$ cat config.mk
export PLATFORM = sky130hd
export DESIGN_NAME = alu_v2_sequencer
export DESIGN_NICKNAME = d
export VERILOG_FILES = /design/src/rtl/alu_v2_sequencer.sv
export SDC_FILE = /design/constraint.sdc
export NUM_CORES = 1
export LEC_CHECK = 0
export CAP_MARGIN = 15
export CORE_ASPECT_RATIO = 1.4
export CORE_MARGIN = 3
export CORE_UTILIZATION = 40
export CTS_BUF_LIST = sky130_fd_sc_hd__clkbuf_16
export DETAILED_ROUTE_END_ITERATION = 6
export PLACE_DENSITY_LB_ADDON = 0.05
export SLEW_MARGIN = 20
export SYNTH_ARGS = -nofsm -noshare
export SYNTH_HDL_FRONTEND = slang
export SYNTH_SLANG_ARGS = --single-unit
$ cat constraint.sdc
create_clock -name clk_i -period 3.6 [get_ports clk_i]
set_clock_uncertainty 0.15 [all_clocks]
set_input_delay 0.72 -clock clk_i [delete_from_list [all_inputs] [get_ports clk_i]]
set_output_delay 0.72 -clock clk_i [all_outputs]
set_load 0.01 [all_outputs]
$ cat src/rtl/alu_v2_sequencer.sv
// alu_v2_sequencer
// ----------------------------------------------------------------------------
// Control sequencer for the ALU_v2 datapath. It accepts one command at a time,
// walks the ALU register enables through a fixed issue order and waits out the
// multiply-stage latency. It then captures alu_result and returns it as a
// response.
//
// Handshakes (valid/ready): a transfer happens on a rising clk edge where
// valid and ready are both high. A producer holds valid and its payload stable
// until that transfer. Ready may depend on state but never on the valid it
// qualifies. cmd_* is the command channel into this block. rsp_* is the
// response channel out of it.
//
// Parameters
//   BUS_WIDTH  datapath width, must match ALU_v2 (default 8)
//   MULT_LAT   cycles spent in WAIT before the result is sampled, 1..15
//
// Ports
//   clk_i, rst_i            clock, synchronous active-high reset
//   cmd_valid_i/ready_o     command channel; ready only in IDLE
//   cmd_op_i                00 NOP, 01 LOAD_SW, 10 ADD_IMM, 11 MAC
//   cmd_imm_i               immediate for ADD_IMM
//   alu_reg_en_o            [0] a, [1] b, [2] c, [3] d, [4] op_e register
//   alu_add_o, alu_load_o   ALU_v2 mode controls
//   alu_imm_o               ALU_v2 immediate
//   alu_result_i            ALU_v2 result
//   rsp_valid_o/ready_i     response channel
//   rsp_data_o              captured result
//   busy_o                  high in any state other than IDLE
//   op_count_o              completed-response counter; exists only when
//                           ALU_SEQ_PERF_CNT_EN is defined
//
// Configuration macro: ALU_SEQ_PERF_CNT_EN adds the 16-bit op_count_o counter.
// ----------------------------------------------------------------------------
module alu_v2_sequencer #(
  parameter int BUS_WIDTH = 8,
  parameter int MULT_LAT  = 1
) (
  input  logic                 clk_i,
  input  logic                 rst_i,
  input  logic                 cmd_valid_i,
  output logic                 cmd_ready_o,
  input  logic [1:0]           cmd_op_i,
  input  logic [BUS_WIDTH-1:0] cmd_imm_i,
  output logic [4:0]           alu_reg_en_o,
  output logic                 alu_add_o,
  output logic                 alu_load_o,
  output logic [BUS_WIDTH-1:0] alu_imm_o,
  input  logic [BUS_WIDTH-1:0] alu_result_i,
  output logic                 rsp_valid_o,
  input  logic                 rsp_ready_i,
  output logic [BUS_WIDTH-1:0] rsp_data_o,
  output logic                 busy_o
`ifdef ALU_SEQ_PERF_CNT_EN
  ,
  output logic [15:0]          op_count_o
`endif
);

  typedef enum logic [2:0] {
    S_IDLE   = 3'd0,
    S_ISS_AB = 3'd1,
    S_ISS_CD = 3'd2,
    S_ISS_E  = 3'd3,
    S_WAIT   = 3'd4,
    S_RESP   = 3'd5
  } state_t;

  localparam logic [1:0] OP_NOP     = 2'b00;
  localparam logic [1:0] OP_ADD_IMM = 2'b10;
  localparam logic [1:0] OP_MAC     = 2'b11;

  // WAIT counts down from MULT_LAT-1 to 0; the result is sampled at 0.
  localparam logic [3:0] WAIT_LOAD = 4'(MULT_LAT - 1);

  state_t                 state_q, state_d;
  logic [4:0]             reg_en_q, reg_en_d;
  logic                   add_q, add_d;
  logic                   load_q, load_d;
  logic [BUS_WIDTH-1:0]   imm_q, imm_d;
  logic [3:0]             cnt_q, cnt_d;
  logic                   rsp_valid_q, rsp_valid_d;
  logic [BUS_WIDTH-1:0]   rsp_data_q, rsp_data_d;
  logic                   accept;

  // Ready is gated by rst_i so that nothing is offered during the reset cycle.
  assign cmd_ready_o = (state_q == S_IDLE) && !rst_i;
  assign accept      = cmd_valid_i && cmd_ready_o;

  always_comb begin
    state_d     = state_q;
    reg_en_d    = reg_en_q;
    add_d       = add_q;
    load_d      = load_q;
    imm_d       = imm_q;
    cnt_d       = cnt_q;
    rsp_valid_d = rsp_valid_q;
    rsp_data_d  = rsp_data_q;
    case (state_q)
      S_IDLE: begin
        // A NOP is consumed here and never leaves IDLE.
        if (accept && (cmd_op_i != OP_NOP)) begin
          state_d  = S_ISS_AB;
          reg_en_d = 5'b00011;
          add_d    = (cmd_op_i == OP_ADD_IMM);
          load_d   = (cmd_op_i == OP_MAC);
          imm_d    = (cmd_op_i == OP_ADD_IMM) ? cmd_imm_i : '0;
        end
      end
      S_ISS_AB: begin
        state_d  = S_ISS_CD;
        reg_en_d = 5'b01100;
      end
      S_ISS_CD: begin
        state_d  = S_ISS_E;
        reg_en_d = 5'b10000;
      end
      S_ISS_E: begin
        state_d  = S_WAIT;
        reg_en_d = 5'b00000;
        cnt_d    = WAIT_LOAD;
      end
      S_WAIT: begin
        if (cnt_q == 4'd0) begin
          state_d     = S_RESP;
          rsp_valid_d = 1'b1;
          rsp_data_d  = alu_result_i;
          add_d       = 1'b0;
          load_d      = 1'b0;
          imm_d       = '0;
        end else begin
          cnt_d = cnt_q - 4'd1;
        end
      end
      S_RESP: begin
        if (rsp_ready_i) begin
          state_d     = S_IDLE;
          rsp_valid_d = 1'b0;
        end
      end
      default: begin
        state_d = S_IDLE;
      end
    endcase
  end

  always_ff @(posedge clk_i) begin
    if (rst_i) begin
      state_q     <= S_IDLE;
      reg_en_q    <= '0;
      add_q       <= 1'b0;
      load_q      <= 1'b0;
      imm_q       <= '0;
      cnt_q       <= '0;
      rsp_valid_q <= 1'b0;
      rsp_data_q  <= '0;
    end else begin
      state_q     <= state_d;
      reg_en_q    <= reg_en_d;
      add_q       <= add_d;
      load_q      <= load_d;
      imm_q       <= imm_d;
      cnt_q       <= cnt_d;
      rsp_valid_q <= rsp_valid_d;
      rsp_data_q  <= rsp_data_d;
    end
  end

  assign alu_reg_en_o = reg_en_q;
  assign alu_add_o    = add_q;
  assign alu_load_o   = load_q;
  assign alu_imm_o    = imm_q;
  assign rsp_valid_o  = rsp_valid_q;
  assign rsp_data_o   = rsp_data_q;
  assign busy_o       = (state_q != S_IDLE);

`ifdef ALU_SEQ_PERF_CNT_EN
  logic [15:0] op_count_q;

  // Counts completed response handshakes and wraps naturally at 16 bits.
  always_ff @(posedge clk_i) begin
    if (rst_i) begin
      op_count_q <= '0;
    end else if (rsp_valid_q && rsp_ready_i) begin
      op_count_q <= op_count_q + 16'd1;
    end
  end

  assign op_count_o = op_count_q;
`endif

endmodule

## Word-level counts from Yosys, hierarchy flattened

Index checks and enable logic that the tools add are counted.

- Register bits after elaboration: 31
- Input bits: 22
- Output and inout port bits: 26
- Word-level logic and storage cells: 58

- Add/subtract/negate cells: 1
- Equal/unequal tests: 11
- Muxes and demuxes: 20
- Reduce and logical (&&, ||, !) cells: 18

Operators by type and width:

| cell | count |
|---|---|
| $mux 8 | 3 |
| $pmux 5 s4 | 1 |
| $pmux 3 s6 | 1 |
| $pmux 8 s2 | 1 |
| $mux 3 | 3 |
| $reduce_and 3->1 | 3 |
| $pmux 4 s2 | 1 |
| $reduce_bool 2->1 | 4 |
| $eq 3x2->1 const B | 2 |
| $eq 3x3->1 const B | 2 |
| $ne 2x2->1 const B | 3 |
| $pmux 1 s2 | 3 |
| $reduce_and 2->1 | 3 |
| $mux 1 | 5 |
| $mux 5 | 1 |
| $eq 2x2->1 const B | 2 |
| $logic_not 4->1 | 1 |
| $mux 4 | 1 |
| $reduce_bool 4->1 | 1 |
| $sub 4x1->4 const B | 1 |
| $eq 3x1->1 const B | 1 |
| $logic_and 1x1->1 | 3 |
| $logic_not 3->1 | 1 |
| $reduce_bool 3->1 | 1 |
| other kinds (2) | 2 |

## Logic depth before layout (Yosys ltp)

Gate-level depths: netlist of run 1.

- Word-level depth: 6
- Gate-level depth with buffers: 7
- Gate-level depth less buffers: 6

## Worst setup path after synthesis of run 1

OpenSTA, ideal clock, no wires.

- Path type: input port to output port
- From: in rst_i
- To: out cmd_ready_o
- Data arrival time: 1141 ps
- Required time: 2730 ps
- Setup slack: 1589 ps
- Stages on the path: 1
- Buffers on the path: 0
- Cells stage by stage: nor4_1

- Word-level cells in the longest chain between the ends: 2

RTL lines:

| what | line | RTL |
|---|---|---|
| start, declared | 40 | `input logic rst_i,` |
| $logic_not 1->1 | 87 | `assign cmd_ready_o = (state_q == S_IDLE) && !rst_i;` |
| $logic_and 1x1->1 | 87 |  |
| end, declared | 42 | `output logic cmd_ready_o,` |

No other way between the ends.

## Worst setup path in the final report of run 1

Ends and elaborated chain as after synthesis.

==> run_results.csv, run 1 <==
group,metric,value,unit
outcome,status,"finished, final reports clean",
clock_network,numCtsBuffers,5,
hold_path,hold_path.class,"register to register",
setup_path,crit_path_end,"cmd_ready_o",
setup_path,rrSetupSlack,1.47,ns
cells_and_area,areaGrowthSynthToFinish,46.7,%
logic_synthesis,async_reset_ff_share,0,%
logic_synthesis,yosysWarnings,0,
timing,final-hold-violation-count,0,
logic_synthesis,synth_edf_count,0,
timing,max_freq,332,MHz
setup_path,path_class,"input port to output port",
clock_network,ctsRootBufferMaster,"clkbuf_16",
logic_synthesis,synthCells,145,
timing,finalCriticalPeriod,3.02,ns
logic_synthesis,syn_avg_cell_area,8.90,sq um
setup_path,worst_setup_path_start_kind,"input port",
timing,drv_slew,0,
timing,worst_pin_slew,0.773,ns
clock_network,post-cts-setup-buffer-count,0,
cells_and_area,fillCellCount,261,
pwr,pwr_density_cell,449,nW/um^2
routing,firstDrtPassIters,4,
floorplanning,fp-row-count,23,
floorplanning,dieHeight,73.2,um
run,drv_cap,0,
cells_and_area,stdcell_area,1890,sq um
global_routing,grt_pass1_vias,1149,
logic_synthesis,netlist_top_cells_count,"29 x dfxtp_1, 13 x nor2_1, 12 x nand2b_1, 9 x nand2_1",
pwr,p_leak,0.726,nW
floorplanning,dieArea,3950,sq um
logic_synthesis,synth.distinct_cells,37,
setup_path,reg2reg_depth,3,
timing,max-slew-margin-rel,48.4,%
logic_synthesis,ys_top_cells_by_area,"dfxtp_1 45%, mux2i_1 6.2%, nand2b_1 5.8%, nor2_1 3.8%, nand3_1 3.1%",
timing,period_share,83.8,%
routing,vias,1157,
routing,post_drt_via_cell_ratio,5.07,
floorplanning,num_io_pins,48,
clock_network,path_clk_slew,0.05,ns
setup_path,crit_required,2.73,ns
placement,place.gp.congestion,0.741,
logic_synthesis,seq_area_frac_synth,45.0,%
routing,post-route-drc-count,0,
setup_path,endpoint_kind,"output port",
timing,tns,0,ns
timing,rsz0062_at_grt,"false",
routing,drt-total-wl,2910,um
logic_synthesis,yosys.cell_count.top_type,"dfxtp_1",
global_routing,grt_pass1_wl,4970,um
placement,io_buffers,47,
cells_and_area,antenna_cells,0,
setup_path,crit_arrival,2.15,ns
cells_and_area,nets,213,
clock_network,hold_buffers,0,
clock_network,cts_num_sinks,29,
setup_path,cp_max_fo,2,
routing,drt_iter0_drc,16,
clock_network,clock_latency,0.27,ns
clock_network,tritoncts,"yes",
pwr,total_power,850,uW
global_routing,grt_max_degree,33,
placement,dp_hpwl,2100,um
clock_network,h-tree-depth,2,
floorplanning,core_area,2960,sq um
timing,setup_ws,0.585,ns
setup_path,reg2reg_from,"state_q[2]$_SDFFE_PP0P_",
cells_and_area,ff_latch_area,581,sq um
logic_synthesis,syn-num-nets,168,
clock_network,clockBufferDepth,2,
logic_synthesis,syn-cell-area,1290,sq um
floorplanning,initial_core_util,43.5,%
pwr,ir_drop,0.000381,V
setup_path,worstSetupStartpoint,"rst_i",
global_routing,antenna_found_initial,0,
global_routing,grtUsageTotal,17.0,%
routing,ant_nets,0,
floorplanning,die_width,54.0,um
clock_network,cts_resized,0,
logic_synthesis,ys_seq_elements,29,
logic_synthesis,synth_top_flop_cell,"dfxtp_1",
logic_synthesis,synth_top_area_share,45.0,%
setup_path,r2r_end,"alu_imm_o[4]$_SDFFE_PP0P_",
global_routing,grt.overflow.total,0,
timing,final-setup-viol-count,0,
logic_synthesis,yosysTopAreaCell,"dfxtp_1",
placement,place_ws,0.634,ns
placement,postPlaceCellArea,1750,sq um
cells_and_area,drive_gt1_share,7.85,%
cells_and_area,multi_input_area,626,sq um
routing,avgRoutedWirePerCell,12.7,um
-- flip-flops by register name (all words and copies together), names as in the netlist --
| register | cells |
|---|---|
| cnt_q | 4 |
| alu_reg_en_o | 3 |
| state_q | 3 |
| rsp_data_o | 8 |
| alu_add_o | 1 |
| rsp_valid_o | 1 |
| alu_imm_o | 8 |
| alu_load_o | 1 |
-- worst min path at each step --
| stage | start | slack, ns | end | depth (start not counted) |
|---|---|---|---|---|
| 2_1_floorplan | cnt_q[2]$_SDFFE_PP0P_ | 0.31 | cnt_q[2]$_SDFFE_PP0P_ | 2 |
| 3_3_place_gp | alu_imm_o[5]$_SDFFE_PP0P_ | 0.30 | alu_imm_o[5]$_SDFFE_PP0P_ | 2 |
| 3_5_place_dp | alu_imm_o[2]$_SDFFE_PP0P_ | 0.31 | alu_imm_o[2]$_SDFFE_PP0P_ | 2 |
| 4_1_cts | alu_imm_o[2]$_SDFFE_PP0P_ | 0.32 | alu_imm_o[2]$_SDFFE_PP0P_ | 2 |
| 5_1_grt | alu_imm_o[2]$_SDFFE_PP0P_ | 0.33 | alu_imm_o[2]$_SDFFE_PP0P_ | 2 |
| 6_report | alu_imm_o[3]$_SDFFE_PP0P_ | 0.31 | alu_imm_o[3]$_SDFFE_PP0P_ | 2 |
-- per-layer routing --
metal	GRT usage [%]	up-vias	share of wire, %
li1	-	587	-
met1	18.9	522	41
met2	28.0	42	49
met3	6.54	6	8.7
met4	7.48	0	1.7
met5	0	-	0
-- cell type report --
type	count	share of cell area, %
Clock buffer	5	6.61
Tap cell	37	2.45
Sequential cell	29	30.7
Multi-Input combinational cell	100	33.1
Timing Repair Buffer	48	25.3
Clock inverter	3	0.728
Inverter	6	1.19
-- cell families (layout without fill, tap and decap cells) --
family                     count (synthesis)  in the layout  synth area share (%)
AOI/OAI and AO/OA                         29             29                  13.5
xor gates and xnor gates                   1              1                 0.679
adders and majority gates                  1              1                 0.970
buffers and inverters                     16             62                  6.50
DFF                                       29             29                  45.0
muxes                                     10             10                  7.95
and+or+nand+nor                           59             59                  25.4
-- report_power, final --
part | leakage (nW) | internal [mW] | switching [mW]
sequential | 0.235 | 0.334 | 0.0165
combinational | 0.417 | 0.0699 | 0.0487
clock | 0.0748 | 0.249 | 0.131
total | 0.726 | 0.653 | 0.196
-- cell usage in the layout (no fill, tap or decap), types with 2 or more instances in the layout --
cell | synthesis | routed
nand2b_1 | 12 | 12
nor3_1 | 5 | 5
or3_1 | 2 | 2
mux2_2 | 2 | 2
clkdlybuf4s50_1 | 0 | 47
o21ai_0 | 5 | 5
nor3b_1 | 2 | 2
nand3_1 | 8 | 8
nand2_1 | 9 | 9
dfxtp_1 | 29 | 29
clkbuf_16 | 0 | 5
mux2i_1 | 8 | 8
a21oi_1 | 7 | 7
nor2_1 | 13 | 13
inv_1 | 6 | 7
clkinv_2 | 0 | 2
o21ai_1 | 8 | 8
-- critical path, stage by stage --
cell             delay (ns)
clkdlybuf4s50_1        0.43
nor4_1                 0.37
clkdlybuf4s50_1        0.63
-- per-stage QoR --
stage	hold WS, ns	cells	utilization, %
finish	0.313	228	63.8
global route	0.331	228	63.8
CTS	0.318	228	63.8
detailed placement	0.313	220	59.1
global placement	0.302	220	59.1
floorplan	0.311	145	-
Note: power is estimated with default switching activity, not from simulation.
==> run 2, diff against run 1 <==
==> constraint.sdc (replaced) <==
create_clock -name clk_i -period 2.9 [get_ports clk_i]
set_clock_uncertainty 0.15 [all_clocks]
set_input_delay 0.58 -clock clk_i [delete_from_list [all_inputs] [get_ports clk_i]]
set_output_delay 0.58 -clock clk_i [all_outputs]
set_load 0.01 [all_outputs]
==> run 2 against run 1 <==
Effect of this change: largest cell class unchanged; first-iteration DRC count is 6.3% higher; final area is 3.1% higher; worst hold slack better by 0.0023 ns; power is 47% higher; combinational power is 24% higher.
==> run_results.csv, run 2 (synthesized netlist as in run 1, its figures left out) <==
group,metric,value,unit
floorplanning,core_area,2960,sq um
setup_path,cp_max_fo,2,
clock_network,ctsRootBufferMaster,"clkbuf_16",
placement,io_buffers,47,
setup_path,path_class,"input port to output port",
cells_and_area,nets,214,
setup_path,rrSetupSlack,0.75,ns
pwr,switchingPower,257,uW
placement,place.gp.congestion,0.736,
cells_and_area,stdcell_area,1950,sq um
timing,period_share,93.3,%
cells_and_area,fillCellCount,250,
floorplanning,die_width,54.0,um
setup_path,reg2reg_depth,3,
pwr,seqPwrFrac,34.9,%
timing,drv_slew,0,
setup_path,crit_chain,"clkdlybuf4s50_1 -> nor4_1 -> clkdlybuf4s50_1",
pwr,ir_drop,0.000592,V
placement,place_inst,221,
routing,drt-total-wl,2920,um
cells_and_area,finalNonFillerCells,229,
setup_path,r2r_end,"alu_imm_o[4]$_SDFFE_PP0P_",
timing,tns,0,ns
routing,avgRoutedWirePerCell,12.8,um
placement,dp_hpwl,2040,um
placement,postPlaceCellArea,1760,sq um
setup_path,worstSetupStartpoint,"rst_i",
clock_network,cts_resized,0,
clock_network,h-tree-depth,2,
floorplanning,dieArea,3950,sq um
setup_path,crit_required,2.17,ns
timing,final-hold-violation-count,0,
setup_path,crit_path_end,"cmd_ready_o",
floorplanning,num_io_pins,48,
cells_and_area,final_common_cell,"clkdlybuf4s50_1",
timing,rsz0062_at_grt,"false",
cells_and_area,drive_gt1_share,8.85,%
timing,worst_pin_slew,0.607,ns
pwr,p_leak,0.751,nW
global_routing,grt.overflow.total,0,
setup_path,crit_family,"buffers and inverters",
outcome,status,"finished, final reports clean",
clock_network,post-cts-setup-buffer-count,0,
setup_path,slowest_stage,"clkdlybuf4s50_1",
setup_path,endpoint_kind,"output port",
cells_and_area,antenna_cells,0,
routing,post_drt_via_cell_ratio,5.05,
routing,drt_iter0_drc,17,
cells_and_area,final_cell_mix,"47 x clkdlybuf4s50_1, 29 x dfxtp_1, 13 x nor2_1, 12 x nand2b_1, 9 x nand2_1",
floorplanning,fp-row-count,23,
pwr,pwr_density_cell,640,nW/um^2
global_routing,antenna_found_initial,0,
routing,ant_nets,0,
global_routing,grtUsageTotal,17.2,%
floorplanning,dieHeight,73.2,um
setup_path,path_depth,3,
clock_network,hold_buffers,0,
pwr,pwr-share-clk,53.2,%
clock_network,path_clk_slew,0.05,ns
timing,max_freq,369,MHz
pwr,intPower,991,uW
clock_network,numCtsBuffers,5,
routing,firstDrtPassIters,4,
setup_path,reg2reg_from,"state_q[2]$_SDFFE_PP0P_",
clock_network,tritoncts,"yes",
setup_path,critPathBufInv,2,
setup_path,crit_top_cell,"clkdlybuf4s50_1",
global_routing,grt_max_degree,33,
setup_path,max_stage_delay,0.62,ns
timing,max-slew-margin-rel,59.5,%
clock_network,cts_num_sinks,29,
pwr,combPwrFrac,11.9,%
routing,vias,1156,
routing,post-route-drc-count,0,
global_routing,grt_pass1_wl,4930,um
pwr,swShare,20.6,%
cells_and_area,areaGrowthSynthToFinish,51.2,%
clock_network,clock_latency,0.28,ns
setup_path,worst_setup_path_start_kind,"input port",
run,drv_cap,0,
setup_path,crit_arrival,1.98,ns
hold_path,hold_path.class,"register to register",
timing,finalCriticalPeriod,2.71,ns
clock_network,clockBufferDepth,2,
timing,final-setup-viol-count,0,
floorplanning,initial_core_util,43.5,%
global_routing,grt_pass1_vias,1077,
## run 2: worst min-delay path by stage
stage / cells past startpoint / start / endpoint / slack (ns)
after floorplan: 2 / cnt_q[2]$_SDFFE_PP0P_ / cnt_q[2]$_SDFFE_PP0P_ / 0.31
after global placement: 2 / alu_imm_o[5]$_SDFFE_PP0P_ / alu_imm_o[5]$_SDFFE_PP0P_ / 0.30
after detailed placement: 2 / alu_imm_o[0]$_SDFFE_PP0P_ / alu_imm_o[0]$_SDFFE_PP0P_ / 0.31
after CTS: 2 / alu_imm_o[0]$_SDFFE_PP0P_ / alu_imm_o[0]$_SDFFE_PP0P_ / 0.32
after global routing: 2 / alu_imm_o[0]$_SDFFE_PP0P_ / alu_imm_o[0]$_SDFFE_PP0P_ / 0.33
final: 2 / alu_imm_o[5]$_SDFFE_PP0P_ / alu_imm_o[5]$_SDFFE_PP0P_ / 0.32
## run 2: power groups by stage
stage,combinational [mW],sequential (mW),clock [mW]
2_1_floorplan,0.0853,0.437,0
3_3_place_gp,0.147,0.443,0
3_5_place_dp,0.148,0.443,0
4_1_cts,0.149,0.435,0.676
5_1_grt,0.162,0.438,0.696
6_report,0.148,0.436,0.665
## run 2: final cells by class
| type | count | area, sq um | share of cell area [%] |
|---|---|---|---|
| clock buffers | 5 | 125 | 6.41 |
| well taps | 37 | 46.3 | 2.37 |
| multi-input cells | 100 | 626 | 32.1 |
| flip-flops and latches | 29 | 581 | 29.8 |
| inverters | 6 | 22.5 | 1.15 |
| repair buffers | 49 | 485 | 24.9 |
| clock inverters | 3 | 65.1 | 3.34 |
## run 2: metal layers
layer / track usage, % / vias to the layer above / part of all wire [%]
li1: - / 591 / -
met3: 5.52 / 9 / 8.0
met5: 0 / - / 0
met1: 19.5 / 518 / 42
met4: 11.6 / 0 / 3.0
met2: 26.5 / 38 / 47
## run 2: worst min-delay path: stages (launching register included)
cell      delay (ns)
dfxtp_1         0.31
nand2b_1        0.06
o21ai_1         0.05
## run 2: metrics by stage
step / setup slack [ns] / hold WS (ns) / power [mW] / util [%]
finish: 0.193 / 0.316 / 1.25 / 65.8
CTS: 0.200 / 0.317 / 1.26 / 65.8
detailed placement: 0.223 / 0.308 / 0.592 / 59.4
global route: 0.126 / 0.329 / 1.30 / 65.8
global placement: 0.293 / 0.302 / 0.589 / 59.4
floorplan: 1.15 / 0.311 / 0.522 / -
